<file path="src/rtl/alarm_annunciator.sv">
// alarm_annunciator: beep-cadence tone generator with level escalation and LED bar.
// Snooze (SNOOZE state and its timing) is built only when ALARM_SNOOZE_EN is defined.
module alarm_annunciator #(
    parameter int unsigned TONE_DIV   = 8,
    parameter int unsigned BEEP_ON    = 16,
    parameter int unsigned BEEP_OFF   = 16,
    parameter int unsigned ESC_BEEPS  = 4,
    parameter int unsigned SNOOZE_CYC = 64
) (
    input  logic       clk,
    input  logic       rst_n,
    input  logic       alert_i,
    input  logic       ack_i,
    input  logic       snooze_i,
    output logic       tone_o,
    output logic [3:0] led_o,
    output logic [1:0] level_o,
    output logic [1:0] state_o
);
    localparam logic [1:0] S_IDLE = 2'd0;
    localparam logic [1:0] S_ON   = 2'd1;
    localparam logic [1:0] S_OFF  = 2'd2;
    localparam logic [1:0] S_SNZ  = 2'd3;

    logic [1:0]  state_q, state_d, level_q, level_d;
    logic [7:0]  beep_q, beep_d;
    logic [15:0] phase_q, phase_d, tcnt_q, tcnt_d, half, lim;
    logic [3:0]  led_q, led_d;
    logic        tone_q, tone_d, snz, expire;

`ifdef ALARM_SNOOZE_EN
    assign snz = snooze_i;
`else
    logic unused_snooze;
    assign snz = 1'b0;
    assign unused_snooze = snooze_i;
`endif

    // One phase counter times ON, OFF and SNOOZE against a per-state limit
    assign lim    = state_q == S_ON  ? 16'(BEEP_ON - 1)
                  : state_q == S_OFF ? 16'(BEEP_OFF - 1) : 16'(SNOOZE_CYC - 1);
    assign expire = phase_q == lim;
    assign half   = 16'(TONE_DIV >> level_q);

    always_comb begin
        state_d = state_q;
        level_d = level_q;
        beep_d  = beep_q;
        phase_d = phase_q + 16'd1;
        tcnt_d  = 16'd0;
        tone_d  = 1'b0;
        if (state_q == S_IDLE) begin
            state_d = alert_i ? S_ON : S_IDLE;
            level_d = 2'd0;
            beep_d  = 8'd0;
            phase_d = 16'd0;
        end else if (ack_i || !alert_i) begin
            state_d = S_IDLE;
            level_d = 2'd0;
            beep_d  = 8'd0;
            phase_d = 16'd0;
        end else if (snz && state_q != S_SNZ) begin
            state_d = S_SNZ;
            phase_d = 16'd0;
        end else if (expire) begin
            phase_d = 16'd0;
            state_d = state_q == S_ON ? S_OFF : S_ON;
            if (state_q == S_ON)
                beep_d = beep_q + 8'd1;
            if (state_q == S_OFF && beep_q == 8'(ESC_BEEPS)) begin
                beep_d  = 8'd0;
                level_d = level_q == 2'd3 ? 2'd3 : level_q + 2'd1;
            end
        end else if (state_q == S_ON) begin
            tone_d = tcnt_q == half - 16'd1 ? ~tone_q : tone_q;
            tcnt_d = tcnt_q == half - 16'd1 ? 16'd0 : tcnt_q + 16'd1;
        end
        led_d = state_d == S_IDLE ? 4'd0
              : {level_d == 2'd3, level_d[1], level_d != 2'd0, 1'b1};
    end

    always_ff @(posedge clk) begin
        if (!rst_n) begin
            state_q <= S_IDLE;
            level_q <= 2'd0;
            beep_q  <= 8'd0;
            phase_q <= 16'd0;
            tcnt_q  <= 16'd0;
            tone_q  <= 1'b0;
            led_q   <= 4'd0;
        end else begin
            state_q <= state_d;
            level_q <= level_d;
            beep_q  <= beep_d;
            phase_q <= phase_d;
            tcnt_q  <= tcnt_d;
            tone_q  <= tone_d;
            led_q   <= led_d;
        end
    end

    assign tone_o  = tone_q;
    assign led_o   = led_q;
    assign level_o = level_q;
    assign state_o = state_q;
endmodule
</file>
<file path="config.mk">
export PLATFORM = sky130hd
export DESIGN_NAME = alarm_annunciator
export DESIGN_NICKNAME = d
export VERILOG_FILES = /design/src/rtl/alarm_annunciator.sv
export SDC_FILE = /design/constraint.sdc
export NUM_CORES = 1
export LEC_CHECK = 0
export BUFFER_PORTS_ARGS = -buffer_cell sky130_fd_sc_hd__buf_2
export CAP_MARGIN = 30
export CORE_AREA = 2 2 75 77
export CTS_CLUSTER_DIAMETER = 200
export DETAILED_ROUTE_END_ITERATION = 16
export DIE_AREA = 0 0 77 79
export GPL_TIMING_DRIVEN = 0
export HOLD_SLACK_MARGIN = 0.1
export SETUP_SLACK_MARGIN = 0.1
export SYNTH_ARGS = -nofsm -noshare
export SYNTH_HDL_FRONTEND = slang
export SYNTH_SLANG_ARGS = --single-unit
</file>
<file path="constraint.sdc">
create_clock -name clk -period 5.55 [get_ports clk]
set_input_delay 0.2775 -clock clk [delete_from_list [all_inputs] [get_ports clk]]
set_output_delay 0.2775 -clock clk [all_outputs]
set_load 0.02 [all_outputs]
</file>
==> flow_summary.toml <==
[cts]
root_buffer = "clkbuf_8"
htree_levels = 2
cts_setup_buffers = 0
cts_buffer_depth = 2
clock_latency_ns = 0.30
cts_hold_buf = 0
clk_pin_slew_ns = 0.08
cts_tree = "built"
cts.sinks = 49
cts_resized = 0
numCtsBuffers = 5

[sta]
max-slew-margin-rel_pct = 43.6
grt_setup_unrepaired = "no"
setup_viol = 0
fin_tns_setup_ns = 0
tightest_slew_ns = 0.839
fin_crit_ns = 2.54
max_freq_ghz = 0.393
skew_ns = 0.0118
report.final.slew_viol_count = 0
fin_crit_sh_pct = 45.8
hold_violations = 0

[power]
clockPowerShare_pct = 36.3
p_leak_nw = 0.873
peakVddDrop_uv = 94.7
swShare_pct = 21.0
seqPwrFrac_pct = 61.2
combPwrFrac_pct = 2.5
net-switching-power_uw = 121
power.total_uw = 577
p_int_uw = 456
power.density_mw_per_mm2 = 228

[setup_path]
path_class = "reg -> reg"
cp_data_arrival_time_ns = 2.77
cp-start-kind = "flip-flop"
cp-endpoint = "phase_q[13]"
r2r_setup_slack_ns = 3.01
rr_startpoint = "state_o[1]"
r2r_end = "phase_q[13]"
crit_start = "state_o[1]"
rr_worst_depth = 9
critPathMaxFanout = 10
crit_path_end_kind = "flip-flop"
crit_required_ns = 5.78

[synth]
synth_fp_nets = 279
synthTopCellsByCount = "49 x dfxtp_1, 49 x nor2_1, 18 x xor2_1, 16 x nand2_1, 16 x xnor2_1"
yosysWarningCount = 0
synth.top_cell.area_share_pct = 42.8
ys_seq_area_share_pct = 42.8
synthXorXnorAreaFrac_pct = 13.0
yosys.area.top_type = "dfxtp_1"
synth_top_family_by_area = "simple AND/OR/NAND/NOR gates"
synth_area_mm2 = 0.00229
synth-simple-area-share_pct = 29.6
yosys-top-cells-area = "dfxtp_1 43%, nor2_1 8.0%, xor2_1 6.9%"
synth_cell_types = 38
synth_fa_ha_area_share_pct = 4.37
syn_area_per_cell_um2 = 8.61
syn_inst = 266
synth-seq-cells = 49
synthMuxAreaShare_pct = 0.437
synth_flop_cell = "dfxtp_1"
synth-edff-count = 0
synth_compound_area_share_pct = 6.50
async_reset_ff_share_pct = 0

[placed_design]
dpl.cell_count = 350
hpwlAfterDp_um = 3220
io_buffers = 12
gp_congestion = 0.793

[finish]
fin_util_pct = 47.3
drive_gt1_share_pct = 9.47
antennaDiodeCount = 0
nets = 298
final_cells = 357
syn_to_final_growth_pct = 10.3

[floorplan]
fp-row-count = 27
initial_core_util_pct = 42.9
ios = 14
die_y_um = 79
die_x_um = 77
core-area_mm2 = 0.00534
die-area_mm2 = 0.00608

[global_routing]
globalRouteMet3Util_pct = 4.55
grt-ovfl-total = 0
grt_max_degree = 14
top_usage_layer = "met2"
grt_use_met1_pct = 20.4
gr-usage-met2_pct = 26.5
grt_pass1_wl_um = 7890
grt_pass1_vias = 1730
antenna_found_initial = 0
globalRouteTotalUtil_pct = 16.2

[run]
maxCapViolCount = 0

[route]
vias_per_cell = 5.14
vias = 1834
wl_per_cell_um = 12.4
route.detailed.drc = 0
drt_first_pass_iters = 4
wl_um = 4430
drtAntennaViolNets = 0
drt_iter0_drc = 82

[outcome]
status = "complete, no violations"

[worst_hold_path]
hp-class = "in -> reg"
## metrics by stage
| stage | area [µm²] | hold WS [ns] | worst slack, ns |
|---|---|---|---|
| 3_3_place_gp | 2440 | 0.448 | 3.08 |
| 3_5_place_dp | 2440 | 0.450 | 3.00 |
| 4_1_cts | 2530 | 0.317 | 2.98 |
| 2_1_floorplan | 2290 | 0.429 | 3.34 |
| 6_report | 2530 | 0.323 | 3.01 |
| 5_1_grt | 2530 | 0.326 | 2.74 |
## flip-flops by register name (all words and copies together), names as in the netlist
| name | count |
|---|---|
| tcnt_q | 16 |
| phase_q | 16 |
| level_o | 2 |
| state_o | 2 |
| tone_o | 1 |
| beep_q | 8 |
| led_o | 4 |
## cell usage in the layout (no fill, tap or decap)
cell type / synthesis / routed
buf_2: 3 / 15
or2_1: 1 / 1
xor2_1: 18 / 18
nor3b_1: 1 / 1
nand2_1: 16 / 16
or4_1: 3 / 3
o31ai_1: 1 / 1
nand3_2: 1 / 1
o211a_1: 1 / 1
o2bb2ai_1: 1 / 1
clkbuf_1: 4 / 5
nor2_1: 49 / 49
nand4b_1: 2 / 2
ha_1: 8 / 8
o211ai_2: 1 / 1
o211ai_1: 1 / 1
nor4_1: 6 / 6
dfxtp_1: 49 / 49
and4_1: 3 / 3
inv_1: 8 / 8
o32a_1: 1 / 1
o21ai_0: 7 / 7
clkbuf_8: 0 / 6
o21a_1: 2 / 2
or2_2: 2 / 2
or3_1: 2 / 2
buf_6: 1 / 1
nand2b_1: 3 / 3
nor4_2: 1 / 1
a31oi_1: 2 / 2
xnor2_1: 16 / 16
and3_1: 8 / 8
mux2i_1: 1 / 1
nor3_1: 8 / 8
nand3_1: 15 / 15
and3b_1: 1 / 1
buf_1: 1 / 1
nand4_1: 12 / 12
a21oi_1: 6 / 6
## cell families after synthesis
kind of cell | after synthesis
multiplexers | 1
XOR/XNOR | 34
AO/OA/AOI/OAI | 23
buffers and inverters | 17
flip-flops | 49
AND/OR/NAND/NOR | 134
adder cells (fa/ha/maj) | 8
## final cells by class
class                           count  area [µm²]
Fill cell                         565        2810
Sequential cell                    49         981
Clock buffer                        7        86.3
Inverter                            8        30.0
Timing Repair Buffer               12        60.1
Buffer                              9        45.0
Multi-Input combinational cell    200        1230
Tap cell                           72        90.1
## worst max-delay path, cell delays in order, from the launching register on
cell and delay [ns]:
dfxtp_1 0.45, inv_1 0.12, ha_1 0.31, and3b_1 0.18, o211ai_2 0.38, or2_1 0.22
buf_2 0.23, nand2_1 0.17, buf_2 0.29, nor2_1 0.13
## worst min path at each step
| stage | from | end | slack [ns] | cells after the start |
|---|---|---|---|---|
| 2_1_floorplan | alert_i | state_o[0] | 0.43 | 2 |
| 5_1_grt | alert_i | state_o[0] | 0.33 | 3 |
| 6_report | alert_i | state_o[0] | 0.32 | 3 |
| 3_5_place_dp | phase_q[0] | phase_q[0] | 0.45 | 1 |
| 4_1_cts | alert_i | state_o[0] | 0.32 | 3 |
| 3_3_place_gp | phase_q[0] | phase_q[0] | 0.45 | 1 |
## layer usage
metal,vias up,wire length (µm)
met1,842,2210
met4,0,68
li1,954,-
met2,32,2000
met5,-,0
met3,6,149
## power by group through the flow
stage	Clock [mW]	Combinational (mW)	Sequential (mW)
after floorplan	0	0.00784	0.363
after global placement	0	0.0140	0.362
after detailed placement	0	0.0143	0.362
after CTS	0.218	0.0143	0.353
after global routing	0.231	0.0159	0.354
final	0.210	0.0142	0.353
Note: power is estimated with default switching activity, not from simulation.
